$ cat src/rtl/mm_pkg.sv
// mm_pkg: shared types and widths for the matrix-multiply tile scheduler.
//   sched_state_e : scheduler FSM states
//   mm_cfg_t      : per-tile engine configuration bundle
//   tile_len()    : nodes in the current tile, min(rem, max_nodes)
package mm_pkg;

    localparam int unsigned W_WADDR  = 13;  // weight buffer address
    localparam int unsigned W_IOADDR = 11;  // input/output buffer address
    localparam int unsigned W_BADDR  = 9;   // bias buffer address
    localparam int unsigned W_CF     = 8;   // addresses per feature (ci/co)
    localparam int unsigned W_N      = 16;  // node counts
    localparam int unsigned W_FLAGS  = 3;   // {relu, accumulate, bias}

    typedef enum logic [2:0] {
        S_IDLE,
        S_ISSUE,
        S_WAIT,
        S_NEXT,
        S_DONE
    } sched_state_e;

    typedef struct packed {
        logic [W_WADDR-1:0]  w_addr;
        logic [W_IOADDR-1:0] in_addr;
        logic [W_IOADDR-1:0] out_addr;
        logic [W_BADDR-1:0]  bias_addr;
        logic [W_CF-1:0]     ci;
        logic [W_CF-1:0]     co;
        logic [W_N-1:0]      n;
        logic                r;
        logic                a;
        logic                b;
    } mm_cfg_t;

    function automatic logic [W_N-1:0] tile_len(input logic [W_N-1:0] rem,
                                                 input logic [W_N-1:0] max_nodes);
        return (rem > max_nodes) ? max_nodes : rem;
    endfunction

endpackage

$ cat src/rtl/mm_tile_addr_gen.sv
// mm_tile_addr_gen: remaining-node counter and per-tile input/output address
// advance for mm_tile_sched.
//   load_i       : capture a new instruction (n, strides, start addresses)
//   tile_done_i  : engine finished the current tile, rem -= tile_n
//   advance_i    : step input/output addresses by one tile stride
//   tile_n_o     : nodes in the current tile
//   last_tile_o  : current tile is the final one of the instruction
//   in_addr_o / out_addr_o : current tile start addresses
module mm_tile_addr_gen
    import mm_pkg::*;
#(
    parameter int unsigned MAX_TILE_NODES = 64,
    parameter int unsigned AW_IN          = 11
) (
    input  logic             clk,
    input  logic             rstn,
    input  logic             load_i,
    input  logic [W_N-1:0]   n_i,
    input  logic [W_CF-1:0]  ci_i,
    input  logic [W_CF-1:0]  co_i,
    input  logic [AW_IN-1:0] in_addr_i,
    input  logic [AW_IN-1:0] out_addr_i,
    input  logic             tile_done_i,
    input  logic             advance_i,
    output logic [W_N-1:0]   tile_n_o,
    output logic             last_tile_o,
    output logic [AW_IN-1:0] in_addr_o,
    output logic [AW_IN-1:0] out_addr_o
);

    localparam int unsigned    TILE_SHIFT = $clog2(MAX_TILE_NODES);
    localparam logic [W_N-1:0] TILE_MAX   = W_N'(MAX_TILE_NODES);

    logic [W_N-1:0]   rem_q,  rem_d;
    logic [AW_IN-1:0] sin_q,  sin_d;
    logic [AW_IN-1:0] sout_q, sout_d;
    logic [AW_IN-1:0] in_q,   in_d;
    logic [AW_IN-1:0] out_q,  out_d;

    always_comb begin
        rem_d  = rem_q;
        sin_d  = sin_q;
        sout_d = sout_q;
        in_d   = in_q;
        out_d  = out_q;
        if (load_i) begin
            rem_d  = n_i;
            // Tile stride is MAX_TILE_NODES features deep; wraps in the buffer.
            sin_d  = AW_IN'(32'(ci_i) << TILE_SHIFT);
            sout_d = AW_IN'(32'(co_i) << TILE_SHIFT);
            in_d   = in_addr_i;
            out_d  = out_addr_i;
        end else begin
            if (tile_done_i) begin
                rem_d = rem_q - tile_n_o;
            end
            if (advance_i) begin
                in_d  = in_q + sin_q;
                out_d = out_q + sout_q;
            end
        end
    end

    always_ff @(posedge clk) begin
        if (!rstn) begin
            rem_q  <= '0;
            sin_q  <= '0;
            sout_q <= '0;
            in_q   <= '0;
            out_q  <= '0;
        end else begin
            rem_q  <= rem_d;
            sin_q  <= sin_d;
            sout_q <= sout_d;
            in_q   <= in_d;
            out_q  <= out_d;
        end
    end

    assign tile_n_o    = tile_len(rem_q, TILE_MAX);
    // rem never exceeds the tile size on the final tile, so this predicts
    // "rem reaches zero after this tile" without waiting for the subtract.
    assign last_tile_o = (rem_q <= TILE_MAX);
    assign in_addr_o   = in_q;
    assign out_addr_o  = out_q;

endmodule

$ cat src/rtl/mm_tile_sched.sv
// mm_tile_sched: instruction sequencer in front of the matrix-multiply engine.
// Splits an instruction's node count into tiles of at most MAX_TILE_NODES,
// pulses mm_start_valid per tile with stable config, waits for mm_done, and
// reports inst_done (with inst_err for degenerate instructions).
//   inst_*  : instruction handshake and fields (captured on inst_valid&inst_ready)
//   mm_*    : per-tile engine config, start pulse, done pulse
//   busy    : scheduler not idle
// Optional build macro MM_TILE_SCHED_PERF_EN adds perf_busy_cycles and
// perf_tiles saturating counters, cleared on reset and instruction accept.
module mm_tile_sched
    import mm_pkg::*;
#(
    parameter int unsigned MAX_TILE_NODES = 64,
    parameter int unsigned AW_IN          = 11,
    parameter int unsigned AW_W           = 13
) (
    input  logic               clk,
    input  logic               rstn,
    input  logic               inst_valid,
    output logic               inst_ready,
    input  logic [AW_W-1:0]    inst_w_addr,
    input  logic [AW_IN-1:0]   inst_in_addr,
    input  logic [AW_IN-1:0]   inst_out_addr,
    input  logic [8:0]         inst_bias_addr,
    input  logic [7:0]         inst_ci,
    input  logic [7:0]         inst_co,
    input  logic [15:0]        inst_n,
    input  logic [2:0]         inst_flags,
    output logic               mm_start_valid,
    output logic [AW_W-1:0]    mm_weight_start_addr,
    output logic [AW_IN-1:0]   mm_input_start_addr,
    output logic [AW_IN-1:0]   mm_output_start_addr,
    output logic [8:0]         mm_bias_start_addr,
    output logic [7:0]         mm_ci,
    output logic [7:0]         mm_co,
    output logic [15:0]        mm_n,
    output logic               mm_r,
    output logic               mm_a,
    output logic               mm_b,
    input  logic               mm_done,
    output logic               busy,
    output logic               inst_done,
    output logic               inst_err
`ifdef MM_TILE_SCHED_PERF_EN
    ,
    output logic [31:0]        perf_busy_cycles,
    output logic [15:0]        perf_tiles
`endif
);

    sched_state_e state_q, state_d;

    logic [AW_W-1:0]    w_q;
    logic [8:0]         bias_q;
    logic [7:0]         ci_q;
    logic [7:0]         co_q;
    logic [2:0]         flags_q;
    logic               err_q;

    logic               accept;
    logic               degenerate;
    logic               start;
    logic               done;
    logic               tile_done;
    logic               advance;
    logic [W_N-1:0]     tile_n;
    logic               last_tile;
    logic [AW_IN-1:0]   in_addr;
    logic [AW_IN-1:0]   out_addr;
    mm_cfg_t            cfg;

    assign inst_ready = rstn && (state_q == S_IDLE);
    assign accept     = inst_valid && inst_ready;
    assign degenerate = (inst_n == '0) || (inst_ci == '0) || (inst_co == '0);

    always_comb begin
        state_d   = state_q;
        start     = 1'b0;
        done      = 1'b0;
        tile_done = 1'b0;
        advance   = 1'b0;
        unique case (state_q)
            S_IDLE: begin
                if (accept) begin
                    state_d = degenerate ? S_DONE : S_ISSUE;
                end
            end
            S_ISSUE: begin
                start   = 1'b1;
                state_d = S_WAIT;
            end
            S_WAIT: begin
                if (mm_done) begin
                    tile_done = 1'b1;
                    state_d   = last_tile ? S_DONE : S_NEXT;
                end
            end
            S_NEXT: begin
                advance = 1'b1;
                state_d = S_ISSUE;
            end
            S_DONE: begin
                done    = 1'b1;
                state_d = S_IDLE;
            end
            default: state_d = S_IDLE;
        endcase
    end

    always_ff @(posedge clk) begin
        if (!rstn) begin
            state_q <= S_IDLE;
            w_q     <= '0;
            bias_q  <= '0;
            ci_q    <= '0;
            co_q    <= '0;
            flags_q <= '0;
            err_q   <= 1'b0;
        end else begin
            state_q <= state_d;
            if (accept) begin
                w_q     <= inst_w_addr;
                bias_q  <= inst_bias_addr;
                ci_q    <= inst_ci;
                co_q    <= inst_co;
                flags_q <= inst_flags;
                err_q   <= degenerate;
            end
        end
    end

    mm_tile_addr_gen #(
        .MAX_TILE_NODES (MAX_TILE_NODES),
        .AW_IN          (AW_IN)
    ) u_addr_gen (
        .clk         (clk),
        .rstn        (rstn),
        .load_i      (accept),
        .n_i         (inst_n),
        .ci_i        (inst_ci),
        .co_i        (inst_co),
        .in_addr_i   (inst_in_addr),
        .out_addr_i  (inst_out_addr),
        .tile_done_i (tile_done),
        .advance_i   (advance),
        .tile_n_o    (tile_n),
        .last_tile_o (last_tile),
        .in_addr_o   (in_addr),
        .out_addr_o  (out_addr)
    );

    // Config comes straight from registers that only change on accept, on
    // leaving WAIT, or in NEXT, so it is stable from ISSUE through WAIT.
    always_comb begin
        cfg.w_addr    = W_WADDR'(w_q);
        cfg.in_addr   = W_IOADDR'(in_addr);
        cfg.out_addr  = W_IOADDR'(out_addr);
        cfg.bias_addr = bias_q;
        cfg.ci        = ci_q;
        cfg.co        = co_q;
        cfg.n         = tile_n;
        cfg.r         = flags_q[2];
        cfg.a         = flags_q[1];
        cfg.b         = flags_q[0];
    end

    assign mm_start_valid       = start;
    assign mm_weight_start_addr = AW_W'(cfg.w_addr);
    assign mm_input_start_addr  = AW_IN'(cfg.in_addr);
    assign mm_output_start_addr = AW_IN'(cfg.out_addr);
    assign mm_bias_start_addr   = cfg.bias_addr;
    assign mm_ci                = cfg.ci;
    assign mm_co                = cfg.co;
    assign mm_n                 = cfg.n;
    assign mm_r                 = cfg.r;
    assign mm_a                 = cfg.a;
    assign mm_b                 = cfg.b;

    assign busy      = (state_q != S_IDLE);
    assign inst_done = done;
    assign inst_err  = done && err_q;

`ifdef MM_TILE_SCHED_PERF_EN
    logic [31:0] busy_cnt_q;
    logic [15:0] tiles_cnt_q;

    always_ff @(posedge clk) begin
        if (!rstn || accept) begin
            busy_cnt_q  <= '0;
            tiles_cnt_q <= '0;
        end else begin
            if (busy && (busy_cnt_q != '1)) begin
                busy_cnt_q <= busy_cnt_q + 32'd1;
            end
            if (start && (tiles_cnt_q != '1)) begin
                tiles_cnt_q <= tiles_cnt_q + 16'd1;
            end
        end
    end

    assign perf_busy_cycles = busy_cnt_q;
    assign perf_tiles       = tiles_cnt_q;
`endif

endmodule

$ cat config.mk
export PLATFORM = sky130hd
export DESIGN_NAME = mm_tile_sched
export DESIGN_NICKNAME = d
export VERILOG_FILES = /design/src/rtl/mm_pkg.sv /design/src/rtl/mm_tile_addr_gen.sv /design/src/rtl/mm_tile_sched.sv
export SDC_FILE = /design/constraint.sdc
export NUM_CORES = 1
export LEC_CHECK = 0
export BUFFER_PORTS_ARGS = -buffer_cell sky130_fd_sc_hd__buf_4
export CAP_MARGIN = 25
export CORE_MARGIN = 3
export CORE_UTILIZATION = 45
export DETAILED_ROUTE_END_ITERATION = 12
export PLACE_DENSITY = 0.76
export SYNTH_ARGS = -nofsm -noshare
export SYNTH_HDL_FRONTEND = slang
export SYNTH_SLANG_ARGS = --single-unit
$ cat constraint.sdc
create_clock -name clk -period 3.3 [get_ports clk]
set_clock_uncertainty 0.05 [all_clocks]
set_input_delay 0.33 -clock clk [delete_from_list [all_inputs] [get_ports clk]]
set_output_delay 0.33 -clock clk [all_outputs]
set_load 0.05 [all_outputs]
==> metrics.md <==
| Metric | Value |
|---|---|
| CTS max path bufs | `2` |
| Slew @ Worst Pin | `0.925 ns` |
| Clock sinks | `83` |
| Critical path endpoint | `u_addr_gen.rem_q[8]$_SDFFE_PN0P_` |
| Post-DR wirelength/cell | `15.4 um` |
| Placed Instances | `between 700 and 800` |
| Vias | `a little over 4000` |
| Final-report setup violation count | `0` |
| Cell area after synthesis | `4010 um2` |
| Post-CTS sizing | `0` |
| Hold Path Class | `in2reg` |
| Yosys top cell area share | `0.414` |
| Gr usage total | `0.229` |
| Vias in the first global route | `around 4000` |
| Final Hold Fails | `0` |
| IO Count | `roughly 170` |
| Crit-path max cell delay | `0.55 ns` |
| Number of flops mapped to enable cells by yosys | `0` |
| R2r worst-path depth | `10` |
| Asr flop ratio synth | `0` |
| Synth unique cells | `53` |
| Total Neg Setup Slack | `0 ns` |
| Synth cell count leaders | `nand2_1, dfxtp_1, nand3_1` |
| Xor-xnor portion of the synthesized cell area | `0.00874` |
| Clock transition at path regs | `around 0.1 ns` |
| Slew headroom | `0.381` |
| Drt drc | `0` |
| Simple-gate share of the synthesized area | `0.318` |
| Post-synth top flop | `dfxtp_1` |
| Crit path from | `u_addr_gen.rem_q[1]$_SDFFE_PN0P_` |
| DRT antenna net count | `0` |
| Proportion of synthesized area in mux cells | `0.0175` |
| Post-synthesis register bit count | `83` |
| First-pass GRT wire length | `between 15 and 20 mm` |
| Starting Density | `0.476` |
| Core area | `8420 um2` |
| Peak VDD IR | `approximately 0.30 mV` |
| Unrepaired setup endpoints after global routing | `no` |
| Post-synthesis adder-cell area fraction | `0.0381` |
| Outcome | `completed` |
| Setup crit end kind | `flop` |
| Compound-Gate Fraction of Synth Area | `0.137` |
| Largest family of logic cells by synthesized area | `simple AND/OR/NAND/NOR gates` |
| Count leader, synth | `nand2_1` |
| Leak Pwr | `2.61 nW` |
| Grt ovf | `0` |
| CTS tree | `done` |
| Die Footprint | `around 10000 um2` |
| Worst R2R Start | `u_addr_gen.rem_q[1]$_SDFFE_PN0P_` |
| Worst Path Max Fanout | `10` |
| Synth area leaders | `dfxtp_1, nand2_1, nand3_1` |
| Achievable Freq | `342 MHz` |
| Slew Limit Fails | `0` |
| Crit path buf inv count | `1` |
| Max Cap Violations | `0` |
| Most frequent cell on the critical path | `a31oi_1` |
| Syn Area/Cell | `slightly below 8 um2` |
| Clock Latency Late Sink | `0.36 ns` |
| DIE WIDTH | `between 100 and 150 um` |
| CTS Hold Buffers Added | `0` |
| Share of cells above drive strength 1 | `0.320` |
| Critical-path top delay cell | `or4_4` |
| Area leader, netlist | `dfxtp_1` |
| Pwr Density | `623 nW/um2` |
| YS warnings | `0` |
| Critical Path Start Type | `flop` |
| Nets | `roughly 750` |
| # diodes | `0` |
| Post CTS Setup Buffer Count | `0` |
| Design area | `around 5400 um2` |
| Period utilisation layout | `0.886` |
| Filler cell count | `about 790` |
| Initial DRC Count | `around 170` |
| Row Count | `33` |
| Synth Instances | `510` |
| Root Driver | `clkbuf_8` |
| Critical Path, Cell by Cell | `or3_4 -> o41ai_4 -> nand2_2 -> nand2_1 -> ha_1 -> inv_1 -> or4_4 -> a31oi_1 -> o21ai_0 -> a31oi_1` |
| Reg2Reg Capture Point | `u_addr_gen.rem_q[8]$_SDFFE_PN0P_` |
| Worst setup margin | `approximately 0.38 ns` |
| Crit. path cell count | `10` |
| Finished Layout Cells | `762` |
| Min Tclk post-route | `roughly 2.9 ns` |
| Drt pass-1 iters | `4` |
| Vias per cell | `approximately 5.4` |
| Placer Congestion | `slightly below 0.9` |
| Largest net degree at the start of global routing | `60` |
| Setup CP Type | `reg2reg` |
| HPWL after DPL | `8.51 mm` |
| Num CTS Buffers | `9` |
| Die Ht | `100 um` |
| CP top delay family | `simple AND/OR/NAND/NOR gates` |
| Worst slack at placement | `around 0.46 ns` |
| Routed WL | `roughly 12 mm` |
| Seq/Total Area, Yosys | `0.414` |
| P&R area growth vs syn | `35.6%` |
| Req. time, crit path | `~3.5 ns` |
| Max H-tree Level | `3` |
| Initial antenna violation count | `0` |
| WP data arrival | `~3.2 ns` |
| Placed instance area | `5210 um2` |
| # port buffers | `157` |
| Flop2flop setup slack | `0.38 ns` |
sequential cells by signal, indices dropped and copies added (netlist names):
| signal | cells |
|---|---|
| u_addr_gen.in_addr_o | 11 |
| mm_co | 8 |
| mm_bias_start_addr | 9 |
| mm_weight_start_addr | 13 |
| mm_ci | 8 |
| u_addr_gen.out_addr_o | 11 |
| state_q | 3 |
| flags_q | 3 |
| u_addr_gen.rem_q | 16 |
| err_q | 1 |
how the worst min path moves through the flow:
stage                             from                                     to  depth (start not counted)
floorplan                inst_flags[0]                flags_q[0]$_SDFFE_PN0P_                          2
global route          inst_out_addr[2]  u_addr_gen.out_addr_o[2]$_SDFFE_PN0P_                          3
CTS                    inst_in_addr[1]   u_addr_gen.in_addr_o[1]$_SDFFE_PN0P_                          3
finish                 inst_in_addr[1]   u_addr_gen.in_addr_o[1]$_SDFFE_PN0P_                          3
global placement    err_q$_SDFFE_PN0P_                     err_q$_SDFFE_PN0P_                          2
detailed placement  err_q$_SDFFE_PN0P_                     err_q$_SDFFE_PN0P_                          2
tightest hold or removal path: stages:
cell	delay, ns
buf_4	0.07
nand2_1	0.03
nand2_1	0.04
report_power, final:
| part | total [mW] | internal [mW] | switching (mW) |
|---|---|---|---|
| Clock | 0.846 | 0.440 | 0.406 |
| Sequential | 1.24 | 1.13 | 0.113 |
| Combinational | 1.30 | 0.439 | 0.862 |
through the flow:
| step | hold slack (ns) | total power, mW | utilization |
|---|---|---|---|
| floorplan | 0.379 | 2.16 | - |
| global placement | 0.391 | 2.54 | 0.618 |
| detailed placement | 0.399 | 2.56 | 0.618 |
| CTS | 0.0778 | 3.41 | 0.645 |
| global route | 0.0746 | 3.56 | 0.645 |
| finish | 0.0962 | 3.39 | 0.645 |
cells by family after synthesis:
kind of cell,count (synthesis)
other cells,2
fa+ha+maj,11
buf+inv,55
xor+xnor,4
mux,6
compound gates,80
flops,83
simple gates,269
per-layer routing:
layer	track usage	part of all wire
met5	0	0
met4	0.0508	0.0069
met3	0.0744	0.092
met2	0.375	0.48
met1	0.296	0.42
cells in the final DEF (no fill, tap or decap), drive strengths merged, types with 5 or more instances in the layout:
cell type	Yosys	final
nor2	17	17
nand3	57	57
nor4	10	10
o21ai	16	16
nand4	7	7
clkbuf	18	9
nor3	6	6
o31ai	5	5
mux2	5	5
conb	2	10
dfxtp	83	83
a22oi	7	7
inv	11	15
nand2	137	137
a31oi	12	12
buf	25	166
ha	9	9
or4	6	6
and3	10	10
a21oi	21	21
layout make-up:
class	count	area, um2	area share
Multi-Input combinational cell	380	2120	0.391
Timing Repair Buffer	166	1250	0.229
Sequential cell	83	1660	0.306
Tap cell	105	131	0.0242
Clock buffer	9	124	0.0228
Inverter	12	45.0	0.00829
Clock inverter	7	105	0.0193
No activity file was read; power rests on OpenSTA's default activity.
